File: src/rtl/cdb_pkg.sv
// Shared definitions for the common-data-bus arbiter: default widths,
// arbitration-mode encodings and a one-hot to index helper.
package cdb_pkg;

  localparam int DATA_W_DEF = 32;
  localparam int TAG_W_DEF  = 6;
  localparam int MAX_CH     = 8;
  localparam int IDX_W      = 3;

  localparam int ARB_FIXED  = 0;
  localparam int ARB_RR     = 1;

  // OR-reduction rather than a priority loop: input is one-hot or zero.
  function automatic logic [IDX_W-1:0] onehot_to_idx(input logic [MAX_CH-1:0] oh);
    logic [IDX_W-1:0] idx;
    idx = '0;
    for (int i = 0; i < MAX_CH; i++) begin
      if (oh[i]) idx = idx | IDX_W'(i);
    end
    return idx;
  endfunction

endpackage

File: src/rtl/cdb_arbiter_if.sv
// Result-channel handshake and CDB broadcast bundle between the functional
// units (master) and the CDB arbiter (slave).
interface cdb_arbiter_if import cdb_pkg::*; #(
  parameter int NUM_CH = 4,
  parameter int DATA_W = DATA_W_DEF,
  parameter int TAG_W  = TAG_W_DEF
);
  localparam int SRC_W = (NUM_CH > 1) ? $clog2(NUM_CH) : 1;

  logic [NUM_CH-1:0]        req;
  logic [NUM_CH-1:0]        rsv;
  logic [NUM_CH-1:0]        rsv_ack;
  logic [NUM_CH-1:0]        grant;
  logic [NUM_CH*DATA_W-1:0] ch_data;
  logic [NUM_CH*TAG_W-1:0]  ch_tag;
  logic [NUM_CH-1:0]        ch_branch;
  logic [NUM_CH-1:0]        ch_branch_taken;

  logic [DATA_W-1:0]        CDB_data;
  logic [TAG_W-1:0]         CDB_tag;
  logic                     CDB_valid;
  logic                     CDB_branch;
  logic                     CDB_branch_taken;
  logic [SRC_W-1:0]         CDB_src;

  modport master (
    output req, rsv, ch_data, ch_tag, ch_branch, ch_branch_taken,
    input  rsv_ack, grant,
    input  CDB_data, CDB_tag, CDB_valid, CDB_branch, CDB_branch_taken, CDB_src
  );

  modport slave (
    input  req, rsv, ch_data, ch_tag, ch_branch, ch_branch_taken,
    output rsv_ack, grant,
    output CDB_data, CDB_tag, CDB_valid, CDB_branch, CDB_branch_taken, CDB_src
  );

endinterface

File: src/rtl/cdb_arbiter_rr_priority_arbiter.sv
// Pointer-based priority arbiter; mode=0 pins the pointer to channel 0
// (fixed priority), mode=1 starts the search at ptr (round-robin).
module rr_priority_arbiter import cdb_pkg::*; #(
  parameter  int NUM_CH = 4,
  localparam int PTR_W  = (NUM_CH > 1) ? $clog2(NUM_CH) : 1
) (
  input  logic [NUM_CH-1:0] req,
  input  logic [PTR_W-1:0]  ptr,
  input  logic              mode,
  output logic [NUM_CH-1:0] grant,
  output logic [PTR_W-1:0]  idx
);

  logic [2*NUM_CH-1:0] double_req;
  logic [2*NUM_CH-1:0] base;
  logic [2*NUM_CH-1:0] double_grant;

  // Subtracting the pointer bit from the doubled request isolates the first
  // set bit at or above ptr; the upper copy catches the wrap-around case.
  always_comb begin
    double_req   = {req, req};
    base         = (2*NUM_CH)'(1) << (mode ? ptr : '0);
    double_grant = double_req & ~(double_req - base);
    grant        = double_grant[NUM_CH-1:0] | double_grant[2*NUM_CH-1:NUM_CH];
    idx          = PTR_W'(onehot_to_idx(MAX_CH'(grant)));
  end

endmodule

File: src/rtl/cdb_arbiter.sv
// Common-data-bus arbiter: one-cycle slot reservation, policy arbitration
// and the registered CDB broadcast with branch-resolution forwarding.
module cdb_arbiter import cdb_pkg::*; #(
  parameter int NUM_CH   = 4,
  parameter int DATA_W   = DATA_W_DEF,
  parameter int TAG_W    = TAG_W_DEF,
  parameter int ARB_MODE = ARB_RR
) (
  input  logic         clk,
  input  logic         reset,
  input  logic         flush,
  cdb_arbiter_if.slave bus
);

  localparam int SRC_W = (NUM_CH > 1) ? $clog2(NUM_CH) : 1;

  logic [SRC_W-1:0]  rr_ptr;
  logic              rsv_q_vld;
  logic [SRC_W-1:0]  rsv_q_idx;

  logic [NUM_CH-1:0] arb_grant;
  logic [SRC_W-1:0]  arb_idx;
  logic [NUM_CH-1:0] grant;
  logic [SRC_W-1:0]  grant_idx;
  logic [NUM_CH-1:0] rsv_ack;
  logic [SRC_W-1:0]  ack_idx;
  logic              rsv_hit;

  rr_priority_arbiter #(.NUM_CH(NUM_CH)) u_arb (
    .req   (bus.req),
    .ptr   (rr_ptr),
    .mode  (ARB_MODE == ARB_RR),
    .grant (arb_grant),
    .idx   (arb_idx)
  );

  // NOTE: every output of this block gets a default before any branch, so no
  // path leaves a variable unassigned and no latch is inferred.
  always_comb begin
    grant     = '0;
    grant_idx = arb_idx;
    rsv_ack   = '0;
    rsv_hit   = rsv_q_vld && bus.req[rsv_q_idx];
    if (reset && !flush) begin
      rsv_ack = bus.rsv & (~bus.rsv + 1'b1);
      // A reserved channel without req forfeits; normal arbitration applies.
      if (rsv_hit) begin
        grant     = NUM_CH'(1) << rsv_q_idx;
        grant_idx = rsv_q_idx;
      end else begin
        grant = arb_grant;
      end
    end
    ack_idx = SRC_W'(onehot_to_idx(MAX_CH'(rsv_ack)));
  end

  assign bus.grant   = grant;
  assign bus.rsv_ack = rsv_ack;

  // NOTE: reset is synchronous and active-low, so it is tested inside the
  // clocked block rather than appearing in the sensitivity list.
  // NOTE: all state here uses non-blocking assignment so every register
  // samples pre-edge values regardless of statement order.
  always_ff @(posedge clk) begin
    if (!reset) begin
      rr_ptr               <= '0;
      rsv_q_vld            <= 1'b0;
      rsv_q_idx            <= '0;
      bus.CDB_data         <= '0;
      bus.CDB_tag          <= '0;
      bus.CDB_valid        <= 1'b0;
      bus.CDB_branch       <= 1'b0;
      bus.CDB_branch_taken <= 1'b0;
      bus.CDB_src          <= '0;
    end else begin
      // rsv_ack is already zero under flush, which clears the reservation.
      rsv_q_vld            <= |rsv_ack;
      rsv_q_idx            <= ack_idx;
      bus.CDB_valid        <= 1'b0;
      bus.CDB_branch       <= 1'b0;
      bus.CDB_branch_taken <= 1'b0;
      if (|grant) begin
        rr_ptr               <= (grant_idx == SRC_W'(NUM_CH-1)) ? '0 : grant_idx + SRC_W'(1);
        bus.CDB_data         <= bus.ch_data[grant_idx*DATA_W +: DATA_W];
        bus.CDB_tag          <= bus.ch_tag[grant_idx*TAG_W +: TAG_W];
        bus.CDB_src          <= grant_idx;
        bus.CDB_valid        <= ~bus.ch_branch[grant_idx];
        bus.CDB_branch       <= bus.ch_branch[grant_idx];
        bus.CDB_branch_taken <= bus.ch_branch[grant_idx] & bus.ch_branch_taken[grant_idx];
      end
    end
  end

endmodule

File: src/flat_wrapper.sv
// flat-port wrapper written by rule: the top's interface ports become plain ports
module cdb_arbiter_flat import cdb_pkg::*;
#(
  parameter int NUM_CH   = 4,
  parameter int DATA_W   = DATA_W_DEF,
  parameter int TAG_W    = TAG_W_DEF,
  parameter int ARB_MODE = ARB_RR
)
  (clk, reset, flush, bus_req, bus_rsv, bus_ch_data, bus_ch_tag, bus_ch_branch, bus_ch_branch_taken, bus_rsv_ack, bus_grant, bus_CDB_data, bus_CDB_tag, bus_CDB_valid, bus_CDB_branch, bus_CDB_branch_taken, bus_CDB_src);
  cdb_arbiter_if #(.NUM_CH(NUM_CH), .DATA_W(DATA_W), .TAG_W(TAG_W)) bus_i ();
  input  logic clk;
  input  logic reset;
  input  logic flush;
  input wire logic [$bits(bus_i.req)-1:0] bus_req;
  input wire logic [$bits(bus_i.rsv)-1:0] bus_rsv;
  input wire logic [$bits(bus_i.ch_data)-1:0] bus_ch_data;
  input wire logic [$bits(bus_i.ch_tag)-1:0] bus_ch_tag;
  input wire logic [$bits(bus_i.ch_branch)-1:0] bus_ch_branch;
  input wire logic [$bits(bus_i.ch_branch_taken)-1:0] bus_ch_branch_taken;
  output wire logic [$bits(bus_i.rsv_ack)-1:0] bus_rsv_ack;
  output wire logic [$bits(bus_i.grant)-1:0] bus_grant;
  output wire logic [$bits(bus_i.CDB_data)-1:0] bus_CDB_data;
  output wire logic [$bits(bus_i.CDB_tag)-1:0] bus_CDB_tag;
  output wire logic [$bits(bus_i.CDB_valid)-1:0] bus_CDB_valid;
  output wire logic [$bits(bus_i.CDB_branch)-1:0] bus_CDB_branch;
  output wire logic [$bits(bus_i.CDB_branch_taken)-1:0] bus_CDB_branch_taken;
  output wire logic [$bits(bus_i.CDB_src)-1:0] bus_CDB_src;
  assign bus_i.req = bus_req;
  assign bus_i.rsv = bus_rsv;
  assign bus_i.ch_data = bus_ch_data;
  assign bus_i.ch_tag = bus_ch_tag;
  assign bus_i.ch_branch = bus_ch_branch;
  assign bus_i.ch_branch_taken = bus_ch_branch_taken;
  assign bus_rsv_ack = bus_i.rsv_ack;
  assign bus_grant = bus_i.grant;
  assign bus_CDB_data = bus_i.CDB_data;
  assign bus_CDB_tag = bus_i.CDB_tag;
  assign bus_CDB_valid = bus_i.CDB_valid;
  assign bus_CDB_branch = bus_i.CDB_branch;
  assign bus_CDB_branch_taken = bus_i.CDB_branch_taken;
  assign bus_CDB_src = bus_i.CDB_src;
  cdb_arbiter #(.NUM_CH(NUM_CH), .DATA_W(DATA_W), .TAG_W(TAG_W), .ARB_MODE(ARB_MODE)) u_core (.clk(clk), .reset(reset), .flush(flush), .bus(bus_i));
endmodule
File: config.mk
export PLATFORM = sky130hd
export DESIGN_NAME = cdb_arbiter_flat
export DESIGN_NICKNAME = d
export VERILOG_FILES = /design/src/rtl/cdb_pkg.sv /design/src/rtl/cdb_arbiter_if.sv /design/src/rtl/cdb_arbiter_rr_priority_arbiter.sv /design/src/rtl/cdb_arbiter.sv /design/src/flat_wrapper.sv
export SDC_FILE = /design/constraint.sdc
export NUM_CORES = 1
export LEC_CHECK = 0
export BUFFER_PORTS_ARGS = -buffer_cell sky130_fd_sc_hd__buf_2
export CORE_MARGIN = 2
export CORE_UTILIZATION = 44
export CTS_BUF_LIST = sky130_fd_sc_hd__clkbuf_4 sky130_fd_sc_hd__clkbuf_8 sky130_fd_sc_hd__clkbuf_16
export DETAILED_ROUTE_END_ITERATION = 7
export PLACE_DENSITY = 0.88
export SETUP_SLACK_MARGIN = 0.2
export SLEW_MARGIN = 20
export SYNTH_ARGS = -nofsm -noshare
export SYNTH_HDL_FRONTEND = slang
export SYNTH_SLANG_ARGS = --single-unit
File: constraint.sdc
create_clock -name clk -period 3.4 [get_ports clk]
set_input_delay 0 -clock clk [delete_from_list [all_inputs] [get_ports clk]]
set_output_delay 0 -clock clk [all_outputs]
set_load 0.01 [all_outputs]
* Yosys cells after proc, flatten, opt, wreduce, memory -nomap -nowiden *
Cells that the tools add are included.

storage, ports and cells
  bits of input ports = 171
  logic and storage cells = 51
  output and inout bits = 51
  flip-flop bits (word level) = 48

operators by class
  $lt $le $gt $ge = 2
  add/sub/neg operators = 3
  multiplexer cells = 18
  shift-type cells = 4
  equality and inequality tests = 1
  multiply operators = 1
  bitwise logic cells = 7
  reduce and logical (&&, ||, !) cells = 6

operators by type and width
  cell                                                number
  variable part select 128 x 8 -> 32 bit              1
  variable part select 24 x 6 -> 6 bit                1
  two-way mux 2 bit                                   7
  two-way mux 4 bit                                   3
  AND 8 bit                                           1
  inverter 8 bit                                      1
  OR reduction 4 bit                                  2
  << shifter 1 x 2 -> 8 bit, first input constant     1
  subtractor 8 bit                                    1
  binary-select mux 1 bit (select 2 bit)              3
  < comparator 2 x 3 -> 1 bit, second input constant  2
  two-way mux 1 bit                                   5
  adder 4 x 1 -> 4 bit, second input constant         1
  AND 4 bit                                           1
  multiplier 2 x 2 -> 4 bit, second input constant    1
  inverter 4 bit                                      1
  OR 4 bit                                            1
  << shifter 1 x 2 -> 4 bit, first input constant     1
  adder 2 x 1 -> 2 bit, second input constant         1
  equality test 2 bit, second input constant          1
  logical AND 1 bit                                   2
  AND reduction 2 bit                                 1
  AND 1 bit                                           1
  zero test 1 bit                                     1
  inverter 1 bit                                      1

* Longest topological paths before layout *
  word-level depth = 13
  depth in mapped cells = 13
  gate-level depth less buffers = 10

* By module *
A second synthesis with hierarchy kept.

second synthesis, totals
  cells, all modules = 418
  area, all modules = 3452.1 um2

by module, submodules not included
  module               area an instance (um2)  sequential area each (um2)  times used  cells an instance
  cdb_arbiter          3185.6                  960.9                       1           379
  rr_priority_arbiter  266.5                   0.0                         1           39

* Least setup slack after synthesis *
No wires, ideal clock.

  path type = register to register
  start point = reg u_core.rr_ptr[0]
  end point = reg u_core.bus.CDB_tag[1]
  library setup time = 74 ps
  path slack = 802 ps
  required time = 3326 ps
  stages on the path, launching flop included = 12
  clock period less this slack = 2598 ps
  buffers on the path = 2
  data arrival time = 2524 ps
  cell sequence = dfxtp_1 > nand2b_1 > ha_1 > o21ai_0 > or4_4 > o211a_1 > o21ai_2 > and2_1 > buf_6 > buf_6 > mux2_2 > o21ai_0

on the way
  cells in the longest elaborated chain, start to end = 12
  elaborated cells on any way between the ends = 15
  those cells by class = add/sub (1); mul (1); shift (2); mux (7); bitwise (3); reduce/logical (1)

ends and longest elaborated chain
  item                                  line                                   RTL
  start, declared                       cdb_arbiter.sv:17                      logic [SRC_W-1:0] rr_ptr;
  start signal, assigned                cdb_arbiter.sv:83                      rr_ptr <= (grant_idx == SRC_W'(NUM_CH-1)) ? '0 : grant_idx + SRC_W'(1);
  << shifter 1 x 2 -> 8 bit *           cdb_arbiter_rr_priority_arbiter.sv:22  base = (2*NUM_CH)'(1) << (mode ? ptr : '0);
  subtractor 8 bit *                    cdb_arbiter_rr_priority_arbiter.sv:23  double_grant = double_req & ~(double_req - base);
  inverter 8 bit *                      cdb_arbiter_rr_priority_arbiter.sv:23
  AND 8 bit *                           cdb_arbiter_rr_priority_arbiter.sv:23
  OR 4 bit *                            cdb_arbiter_rr_priority_arbiter.sv:24  grant = double_grant[NUM_CH-1:0] | double_grant[2*NUM_CH-1:NUM_CH];
  two-way mux 1 bit                     cdb_pkg.sv:18                          if (oh[i]) idx = idx | IDX_W'(i);
  two-way mux 2 bit (2 in a row)        cdb_pkg.sv:18
  two-way mux 2 bit                     cdb_arbiter.sv:47                      if (rsv_hit) begin
  two-way mux 2 bit                     cdb_arbiter.sv:44                      if (reset && !flush) begin
  multiplier 2 x 2 -> 4 bit             cdb_arbiter.sv:85                      bus.CDB_tag <= bus.ch_tag[grant_idx*TAG_W +: TAG_W];
  variable part select 24 x 6 -> 6 bit  cdb_arbiter.sv:85
  end signal, assigned                  cdb_arbiter.sv:85
  end, declared                         cdb_arbiter_if.sv:35                   output CDB_data, CDB_tag, CDB_valid, CDB_branch, CDB_branch_taken, CDB_src

Mark *: on every way between the ends. The rest lies on a longest branch, timed or not.
A chain may end at the register's enable or synchronous reset.

* Worst setup path after layout *
  start point = reg u_core.rr_ptr[0]
  end point = reg u_core.bus.CDB_data[14]

on the way
  cells in the longest elaborated chain, start to end = 11
  elaborated cells on any way between the ends = 14
  those cells by class = add/sub (1); shift (2); mux (7); bitwise (3); reduce/logical (1)

ends and longest elaborated chain
  item                                    line                                   RTL
  << shifter 1 x 2 -> 8 bit *             cdb_arbiter_rr_priority_arbiter.sv:22
  subtractor 8 bit *                      cdb_arbiter_rr_priority_arbiter.sv:23
  inverter 8 bit *                        cdb_arbiter_rr_priority_arbiter.sv:23
  AND 8 bit *                             cdb_arbiter_rr_priority_arbiter.sv:23
  OR 4 bit *                              cdb_arbiter_rr_priority_arbiter.sv:24
  two-way mux 1 bit                       cdb_pkg.sv:18
  two-way mux 2 bit (2 in a row)          cdb_pkg.sv:18
  two-way mux 2 bit                       cdb_arbiter.sv:47
  two-way mux 2 bit                       cdb_arbiter.sv:44
  variable part select 128 x 8 -> 32 bit  cdb_arbiter.sv:84                      bus.CDB_data <= bus.ch_data[grant_idx*DATA_W +: DATA_W];
  end signal, assigned                    cdb_arbiter.sv:84
  end, declared                           cdb_arbiter_if.sv:35

Marked as above.

==> results.ini <==
[sta]
slew_violations=0
worst_pin_slew_ns=0.706
max_freq_ghz=0.336
finalSetupTns_ns=0
rsz0062_at_grt=false
post-route-period-util_pct=87.5
worst_hold_slack_ns=0.0661
finalSetupViolations=0
skew_ns=0.00913
period_needed_ns=2.98
finalHoldViolations=0
timing.max_slew.rel_slack_pct=52.9

[synthesis]
postSynth.topFlopCell=dfxtp_1
ys_ff_latch=48
netlist.area_leader.share_pct=27.0
synth_top_cell_by_area=dfxtp_1
synth_nets=548
ranking_of_synthesized_cells_by_area=dfxtp_1 27%, mux2i_1 22%, mux2_2 8.2%
async_flop_share_pct=0
warnings_from_yosys=0
avgSynthCellArea_um2=9.53
netlist_area_mm2=0.00355
synth.lib_cells_used.distinct=59
synth_sequential_area_ratio_pct=27.0
synth_edf_count=0
syn_inst=373

[cts]
num_cts_buffers=5
cts.repair_timing.setup_buffer_count=0
clk_pin_slew_worst_paths_ns=0.10
cts_root_buffer=clkbuf_8
cts_max_path_buffers=2
cts_tree=done
htree_num_levels=2
worstSkewPairLatency_ns=0.30
clk_sink_count=48

[floorplanning]
row_count=32
initial_standard_cell_utilization_of_the_core_pct=45.8
chipWidth_um=93.9
design.die.area_mm2=0.00881
core_region_area_mm2=0.00777
design.portCount=222
dieHeight_um=93.9

[placed_design]
dp.cells=672
globalplace.congestion=0.940
dpl.hpwl_um=8150
port_buffers=221
placed_cell_area_mm2=0.00461

[route]
drt_via_density=5.44
finalWirelength_um=10600
detail_route.wl_per_cell_um=15.5
dr_total_vias=3722
detail-route-antenna-nets=0
drt_iter0_drc=113
drc=0
drt_pass1_iterations=4

[final_layout]
nets=756
final_common_cell=buf_2
area_delta_synth_final_pct=34.6
fraction_of_layout_instances_using_a_drive_strength_above_1_pct=48.1
fin_area_mm2=0.00478
antenna_cells=0
fill_count=657
most-common-layout-cells=221 x buf_2, 78 x mux2i_1, 46 x dfxtp_1, 42 x nand3_1, 26 x mux2_2
fin_cells=684

[global_routing]
groute.usage.overall_pct=22.3
grt_first_pass_wirelength_um=15800
pin_count_of_the_biggest_net_entering_global_routing=46
globalRouteOverflowTotal=0
first_global_vias=3544
grt_antenna_before_repair=0

[critical_path]
worstSetupEndpointType=flop
timing.critical_path.fanout_max=20
required_ns=3.63
critical_path.startpoint_type=flop
worstSetupPathType=flop to flop
worst_ep_arrival_time_ns=3.21

[hold_path]
worst_hold_path_type=primary input to flop

[power_and_ir_drop]
vdd.ir_drop.worst_mv=0.256
power_density_mw_per_mm2=495
power.static_leakage_nw=2.43
overall_power_mw=2.37

[status]
run_status=complete, no violations

[flow_run]
cap_viol_max_count=0

## area by class of cell
class	instances	area [um2]	area share (%)
Clock buffer	6	82.6	1.73
Clock inverter	2	13.8	0.288
Inverter	4	15.0	0.314
Multi-Input combinational cell	289	2300	48.1
Sequential cell	48	963	20.1
Tap cell	102	128	2.67
Timing Repair Buffer	233	1280	26.7
## per-layer routing
layer	wire (um)	track usage, %	vias up
li1	-	-	1806
met1	3710	23.1	1693
met2	5600	43.9	196
met3	1010	4.01	27
met4	260	8.21	0
met5	0	0	-
## where the power goes
group | switching [mW] | total, mW | internal [mW]
registers | 0.0620 | 0.734 | 0.672
clock network | 0.196 | 0.362 | 0.167
logic | 0.619 | 1.27 | 0.650
## cell usage after synthesis, types with 3 or more instances
master	n
and3_1	6
and2_1	4
clkbuf_1	7
mux2_1	11
nand3_1	42
buf_12	3
dfxtp_1	48
nor2b_1	4
nor2_1	8
buf_2	5
buf_6	13
ha_1	3
o21ai_0	21
mux2i_1	78
mux2_2	26
a21oi_1	4
inv_1	4
o21ai_1	19
o31a_1	3
nand2b_1	8
nand2_1	9
## final timing paths
kind / depth (start not counted) / slack (ns) / endpoint / startpoint
min: 3 / 0.07 / u_core.rsv_q_idx[1] / bus_rsv[2]
max: 11 / 0.42 / u_core.bus.CDB_data[14] / u_core.rr_ptr[0]
min reg2reg: 2 / 0.46 / u_core.bus.CDB_data[10] / u_core.bus.CDB_data[10]
max reg2reg: 11 / 0.42 / u_core.bus.CDB_data[14] / u_core.rr_ptr[0]
## what timing repair did
action,CTS,global route
setup endpoints to repair,0,27
gates resized for setup,0,7
endpoints found under the hold margin,1,0
hold buffers,3,0
## through the flow
| step | utilization, % | worst slack [ns] |
|---|---|---|
| floorplan | - | 0.802 |
| global placement | 59.4 | 0.559 |
| detailed placement | 59.4 | 0.442 |
| CTS | 61.0 | 0.349 |
| global route | 61.6 | 0.245 |
| finish | 61.6 | 0.424 |
## state kept, by name (all words and copies together) (netlist names)
name and count:
u_core.bus.CDB_data 32, u_core.rsv_q_idx 2, u_core.bus.CDB_tag 6, u_core.bus.CDB_valid 1
u_core.bus.CDB_branch_taken 1, u_core.bus.CDB_branch 1, u_core.bus.CDB_src 2, u_core.rr_ptr 2
u_core.rsv_q_vld 1
## logic make-up (layout without fill, tap and decap cells)
| group | Yosys count | count (layout) | synth area share (%) |
|---|---|---|---|
| muxes | 116 | 116 | 34.3 |
| and+or+nand+nor | 97 | 97 | 15.0 |
| AOI/OAI and AO/OA | 70 | 70 | 12.9 |
| DFF | 48 | 48 | 27.0 |
| buffers and inverters | 36 | 245 | 8.66 |
| adders and majority gates | 4 | 4 | 1.62 |
| xor gates and xnor gates | 2 | 2 | 0.493 |
## critical path, stage by stage (launching register included)
cell       delay, ns
dfxtp_2         0.41
nand2_1         0.09
ha_1            0.38
a2111oi_1       0.44
o21ai_1         0.15
and2_1          0.20
a21oi_4         0.30
buf_12          0.23
buf_4           0.22
mux2i_1         0.08
mux2_2          0.26
o21ai_1         0.13
Power figures use the tool's default switching activity.
